$ cat src/rtl/reset_stretcher_pkg.sv
// Shared definitions for the reset stretcher.
//   state_t   : FSM encoding (IDLE/HOLD/SETTLE)
//   CNT_W     : width of the in-state cycle counter
//   EVENT_W   : width of the episode counter
//   sat_inc() : saturating increment for the episode counter
package reset_stretcher_pkg;

    typedef enum logic [1:0] {
        IDLE   = 2'd0,
        HOLD   = 2'd1,
        SETTLE = 2'd2
    } state_t;

    localparam int CNT_W   = 16;
    localparam int EVENT_W = 8;

    // Sticks at all-ones instead of wrapping back to zero.
    function automatic logic [EVENT_W-1:0] sat_inc(input logic [EVENT_W-1:0] value);
        return (value == {EVENT_W{1'b1}}) ? value : value + 1'b1;
    endfunction

endpackage

$ cat src/rtl/reset_stretcher.sv
// Reset stretcher: turns a level-sensitive reset request into a reset pulse
// held RSTDELAY cycles past the last request, followed by a QUIET-cycle
// settle window before READY is raised.
//
// Ports
//   CLK         : clock, all state updates on the rising edge
//   RST         : synchronous active-high block reset
//   ASSERT_IN   : level-sensitive reset request
//   RESET_OUT   : stretched active-high reset (registered, high in HOLD)
//   READY       : high only in IDLE (registered)
//   EVENT_COUNT : saturating count of reset episodes started
module reset_stretcher
    import reset_stretcher_pkg::*;
#(
    parameter int RSTDELAY = 2,
    parameter int QUIET    = 4,
    parameter bit INIT     = 1'b1
) (
    input  logic               CLK,
    input  logic               RST,
    input  logic               ASSERT_IN,
    output logic               RESET_OUT,
    output logic               READY,
    output logic [EVENT_W-1:0] EVENT_COUNT
);

    // Reject out-of-range parameters at elaboration time.
    generate
        if ((RSTDELAY < 1) || (RSTDELAY > 65535)) begin : g_bad_rstdelay
            $fatal(1, "reset_stretcher: RSTDELAY must be in 1..65535");
        end
        if ((QUIET < 1) || (QUIET > 65535)) begin : g_bad_quiet
            $fatal(1, "reset_stretcher: QUIET must be in 1..65535");
        end
    endgenerate

    localparam logic [CNT_W-1:0] HOLD_LAST   = CNT_W'(RSTDELAY - 1);
    localparam logic [CNT_W-1:0] SETTLE_LAST = CNT_W'(QUIET - 1);

    state_t             state_reg, state_next;
    logic [CNT_W-1:0]   cnt_reg, cnt_next;
    logic [EVENT_W-1:0] event_reg, event_next;
    logic               reset_out_reg;
    logic               ready_reg;

    // Next-state, counter and episode-count logic. The counter restarts at
    // zero on every state entry and on a HOLD retrigger.
    always_comb begin
        state_next = state_reg;
        cnt_next   = cnt_reg;
        event_next = event_reg;
        case (state_reg)
            IDLE: begin
                if (ASSERT_IN) begin
                    state_next = HOLD;
                    cnt_next   = '0;
                    event_next = sat_inc(event_reg);
                end
            end
            HOLD: begin
                if (ASSERT_IN) begin
                    // Retrigger: same episode, so the event count stays put.
                    cnt_next = '0;
                end else if (cnt_reg >= HOLD_LAST) begin
                    state_next = SETTLE;
                    cnt_next   = '0;
                end else begin
                    cnt_next = cnt_reg + 1'b1;
                end
            end
            SETTLE: begin
                if (ASSERT_IN) begin
                    // A request while settling starts a fresh episode.
                    state_next = HOLD;
                    cnt_next   = '0;
                    event_next = sat_inc(event_reg);
                end else if (cnt_reg >= SETTLE_LAST) begin
                    state_next = IDLE;
                    cnt_next   = '0;
                end else begin
                    cnt_next = cnt_reg + 1'b1;
                end
            end
            default: begin
                state_next = IDLE;
                cnt_next   = '0;
            end
        endcase
    end

    // Outputs are registered from the next state so they line up with the
    // state register without an extra cycle of delay.
    always_ff @(posedge CLK) begin
        if (RST) begin
            state_reg     <= INIT ? HOLD : IDLE;
            cnt_reg       <= '0;
            event_reg     <= '0;
            reset_out_reg <= INIT;
            ready_reg     <= ~INIT;
        end else begin
            state_reg     <= state_next;
            cnt_reg       <= cnt_next;
            event_reg     <= event_next;
            reset_out_reg <= (state_next == HOLD);
            ready_reg     <= (state_next == IDLE);
        end
    end

    assign RESET_OUT   = reset_out_reg;
    assign READY       = ready_reg;
    assign EVENT_COUNT = event_reg;

endmodule

$ cat config.mk
export PLATFORM = sky130hd
export DESIGN_NAME = reset_stretcher
export DESIGN_NICKNAME = d
export VERILOG_FILES = /design/src/rtl/reset_stretcher_pkg.sv /design/src/rtl/reset_stretcher.sv
export SDC_FILE = /design/constraint.sdc
export NUM_CORES = 1
export LEC_CHECK = 0
export ABC_AREA = 0
export BUFFER_PORTS_ARGS = -buffer_cell sky130_fd_sc_hd__buf_4
export CORE_AREA = 10 10 62 64
export CTS_CLUSTER_SIZE = 24
export DETAILED_ROUTE_END_ITERATION = 8
export DIE_AREA = 0 0 72 74
export HOLD_SLACK_MARGIN = 0.05
export PLACE_DENSITY_LB_ADDON = 0.3
export SLEW_MARGIN = 25
export SYNTH_ARGS = -nofsm -noshare
export SYNTH_HDL_FRONTEND = slang
export SYNTH_SLANG_ARGS = --single-unit
$ cat constraint.sdc
create_clock -name CLK -period 2.84 [get_ports CLK]
set_input_delay 0.142 -clock CLK [delete_from_list [all_inputs] [get_ports CLK]]
set_output_delay 0.142 -clock CLK [all_outputs]
set_load 0.1 [all_outputs]
## Word level (Yosys, flattened, before mapping)

Cells that the tools add are included.

- Bits in registers: 28
- Input port bits: 3
- Logic and storage cells: 31
- Output and inout bits: 10

- Bitwise operators: 1
- Reductions and logical operators: 4
- Order comparisons: 2
- Eq/ne operators: 5
- $add $sub $neg: 2
- Muxes and demuxes: 12

Operators with widths:

| operator | number |
|---|---|
| $mux W16 | 5 |
| $pmux W16 S3 | 1 |
| $add A16 B1 Y16 const B | 1 |
| $ge A16 B1 Y1 const B | 1 |
| $ge A16 B2 Y1 const B | 1 |
| $mux W2 | 5 |
| $add A8 B1 Y8 const B | 1 |
| $eq A8 B8 Y1 const B | 1 |
| $pmux W2 S3 | 1 |
| $eq A2 B1 Y1 const B | 2 |
| $logic_not A2 Y1 | 2 |
| $reduce_and A3 Y1 | 1 |
| $eq A2 B2 Y1 const B | 1 |
| $ne A2 B2 Y1 const B | 1 |
| $reduce_or A2 Y1 | 1 |
| $not A1 Y1 | 1 |

## Logic depth before layout (Yosys ltp)

- Word-level depth: 5
- Gate-level depth with buffers: 8
- Depth with buffers taken out: 7

## Least setup slack after synthesis

No wires, ideal clock.

- Path kind: reg-to-reg
- Start: register event_reg[0], in the netlist EVENT_COUNT[0]
- End: register event_reg[6], in the netlist EVENT_COUNT[6]
- Path slack: 0.537 ns
- Data arrival time: 2.176 ns
- Buffers on the path: 0
- Required time: 2.713 ns
- Period minus slack after synthesis: 2.303 ns
- Setup time: 0.127 ns
- Stages on the path, launching flop included: 7
- Path through: dfxtp_1 -> ha_1 -> and3_1 -> a31oi_1 -> and4_1 -> xnor2_1 -> nor2_1

- Cells in the longest elaborated chain, start to end: 3
- Elaborated cells between the ends (all ways): 4
- Those cells by class: add/sub: 1; eq/ne: 1; bitwise: 1; reduce/logical: 1

RTL lines:

| what | line | text |
|---|---|---|
| start, declared | reset_stretcher.sv:42 | `logic [EVENT_W-1:0] event_reg, event_next;` |
| start signal, assigned | reset_stretcher.sv:103 | `event_reg <= event_next;` |
| parallel branches: the longest is 3 deep, another holds $add A8 B1 Y8 | n/a |  |

Parallel ways; which one is timed is not known.
A chain may end at the register's enable or synchronous reset.

## Worst setup path in the final report

- Start: register state_reg[0]
- End: register cnt_reg[15]

- Cells in the longest elaborated chain, start to end: 2
- Elaborated cells between the ends (all ways): 5
- Those cells by class: eq/ne: 3; mux: 1; reduce/logical: 1

RTL lines:

| what | line | text |
|---|---|---|
| start, declared | reset_stretcher.sv:40 | `state_t state_reg, state_next;` |
| start signal, assigned | reset_stretcher.sv:95 | `state_reg <= INIT ? HOLD : IDLE;` |
| start signal, assigned | reset_stretcher.sv:101 | `state_reg <= state_next;` |
| $eq A2 B2 Y1 (tied with other cells) | reset_stretcher.sv:52 | `case (state_reg)` |
| $pmux W16 S3 or $ne A2 B2 Y1 (tied branches) | n/a |  |
| end signal, assigned | reset_stretcher.sv:102 | `cnt_reg <= cnt_next;` |
| end, declared | reset_stretcher.sv:41 | `logic [CNT_W-1:0] cnt_reg, cnt_next;` |

Several ways; a longest one is shown, not always the timed one.

==> flow_metrics.env <==
export IMPL_regArea_um2=561
export IMPL_setup_violations=0
export IMPL_antenna_found_initial=0
export IMPL_critPathKind="register to register"
export IMPL_synth_net_count=166
export IMPL_irDropWorstVdd_uv=513
export IMPL_timing_hold_ws_ns=0.0586
export IMPL_synth_area_mm2=0.00138
export IMPL_tns_ns=0
export IMPL_mostFrequentLayoutCell="nor2_1"
export IMPL_synth_edf_count=0
export IMPL_gp_congestion=0.854
export IMPL_root_buffer="clkbuf_4"
export IMPL_num_rows=19
export IMPL_clock_sinks=28
export IMPL_outcome="completed"
export IMPL_synthTopCellsByArea="dfxtp_1, nor2_1, xnor2_1, ha_1, xor2_1"
export IMPL_avgViaCountPerCell=5.47
export IMPL_route_detailed_drc=0
export IMPL_cts_hold_buf=0
export IMPL_utilization=0.585
export IMPL_ys_async_sr_fraction=0
export IMPL_area_delta_synth_final_pct=12.6
export IMPL_cts_setup_buffers=0
export IMPL_p_per_area_mw_per_mm2=684
export IMPL_drt_total_wl_um=2670
export IMPL_fill_cells=236
export IMPL_post_drt_wl_per_cell_um=13.3
export IMPL_wl_met2_um=1270
export IMPL_pin_count=13
export IMPL_ctsHtreeMaxLevel=1
export IMPL_vias=1094
export IMPL_min_period_ns=2.02
export IMPL_drv_cap=0
export IMPL_yosysSeqAreaShare=0.405
export IMPL_dpl_hpwl_um=2050
export IMPL_grt_max_degree=17
export IMPL_core_area_mm2=0.00266
export IMPL_dieHeight_um=74
export IMPL_cts_inserted_buffers=3
export IMPL_end_kind="register"
export IMPL_insertion_delay_ns=0.33
export IMPL_wirelength_met1_um=1250
export IMPL_die_w_um=72
export IMPL_drive_above_1_share=0.130
export IMPL_top_layer="met4"
export IMPL_wl_met3_um=116
export IMPL_power_leakage_nw=0.576
export IMPL_slew_headroom=0.427
export IMPL_grt_usage=0.110
export IMPL_synth_cell_types=37
export IMPL_synth_area_per_cell_um2=8.93
export IMPL_hold_violations=0
export IMPL_die_area_mm2=0.00533
export IMPL_ys_warn_count=0
export IMPL_netlist_instances=155
export IMPL_tightest_slew_ns=0.856
export IMPL_ant_nets=0
export IMPL_grt_overflow=0
export IMPL_timing_final_crit_share=0.710
export IMPL_largest_reg_flops=16
export IMPL_fmax_mhz=496
export IMPL_required_ns=3.05
export IMPL_start_kind="register"
export IMPL_start_util=0.520
export IMPL_drtPass1Iterations=4
export IMPL_cts_path_max_buffers=2
export IMPL_drv_slew=0
export IMPL_grt_pass1_wl_um=4860
export IMPL_multiInputGateArea_um2=774
export IMPL_synthDominantCellAreaShare=0.405
export IMPL_rsz0062_at_grt="false"
export IMPL_yosys_register_bits=28
export IMPL_antenna_cells=0
export IMPL_hold_path_class="primary input to register"
export IMPL_fin_nets=181
export IMPL_cp_max_fo=7
export IMPL_port_buffers=12
export IMPL_layout_common_cells="nor2_1, dfxtp_1, xnor2_1"
export IMPL_yosys_most_used_dff="dfxtp_1"
export IMPL_finClkSkew_ns=0.00767
export IMPL_clk_pin_slew_worst_paths_ns=0.15
export IMPL_drt_iter0_drc=79
export IMPL_synth_top_cell_by_area="dfxtp_1"
export IMPL_grt_pass1_vias=1163
export IMPL_post_cts_resized=0
export IMPL_cts_tree="built"
export IMPL_cp_arrival_ns=2.23
==> path summary, 6_finish.rpt <==
path / start / end / slack [ns] / depth (start not counted)
worst max-delay path: state_reg[0] / cnt_reg[15] / 0.82 / 7
worst min-delay path: RST / state_reg[1] / 0.06 / 2
worst max register to register: state_reg[0] / cnt_reg[15] / 0.82 / 7
worst min register to register: EVENT_COUNT[6] / EVENT_COUNT[6] / 0.57 / 2
==> logic make-up after synthesis <==
logic type	count (synthesis)	share of synthesized area
and+or+nand+nor	71	0.277
buffers and inverters	13	0.0353
adders and majority gates	8	0.0723
AOI/OAI and AO/OA	13	0.0687
xor gates and xnor gates	20	0.127
DFF	28	0.405
muxes	2	0.0154
==> through the flow <==
step	setup WS (ns)	power, mW	cells	instance area (um^2)
after detailed placement	0.875	0.810	196	1510
after floorplan	0.537	0.735	155	1380
after CTS	0.839	1.07	200	1560
after global routing	0.589	1.12	200	1560
after global placement	0.919	0.796	196	1510
final	0.823	1.07	200	1560
==> cells in the mapped netlist (2+ instances only) <==
cell type / instances
nor2_1: 31
dfxtp_1: 28
xnor2_1: 13
inv_1: 11
ha_1: 8
xor2_1: 7
nand2_1: 6
nand4_1: 5
nand3_1: 4
nor3_1: 4
and3_1: 3
nand2b_1: 3
nor4_1: 3
a31oi_1: 2
clkbuf_1: 2
nor2b_1: 2
nor4_2: 2
o21ai_0: 2
==> report_power, final <==
group | leakage (nW) | internal (mW) | total [mW] | switching [mW]
clock | 0.0279 | 0.143 | 0.261 | 0.119
sequential | 0.226 | 0.423 | 0.446 | 0.0225
combinational | 0.322 | 0.113 | 0.358 | 0.245
==> cell type report <==
type / count / area share
inverters: 11 / 0.0265
clock inverters: 1 / 0.0193
well taps: 31 / 0.0249
multi-input cells: 114 / 0.497
flip-flops and latches: 28 / 0.360
clock buffers: 3 / 0.0145
repair buffers: 12 / 0.0578
==> critical path, cell delays in order, from the launching register on <==
cell and delay, ns:
dfxtp_1 0.41, inv_1 0.10, ha_1 0.25, nand2b_1 0.19, nand4_1 0.33, nor4_1 0.41
xnor2_1 0.16, nor2_1 0.05
==> routing by layer <==
| metal | track usage | vias to the layer above |
|---|---|---|
| met4 | 0.0581 | 0 |
| met3 | 0.0293 | 4 |
| met2 | 0.180 | 18 |
| li1 | - | 558 |
| met5 | 0 | - |
| met1 | 0.128 | 514 |
No activity file was read; power rests on OpenSTA's default activity.
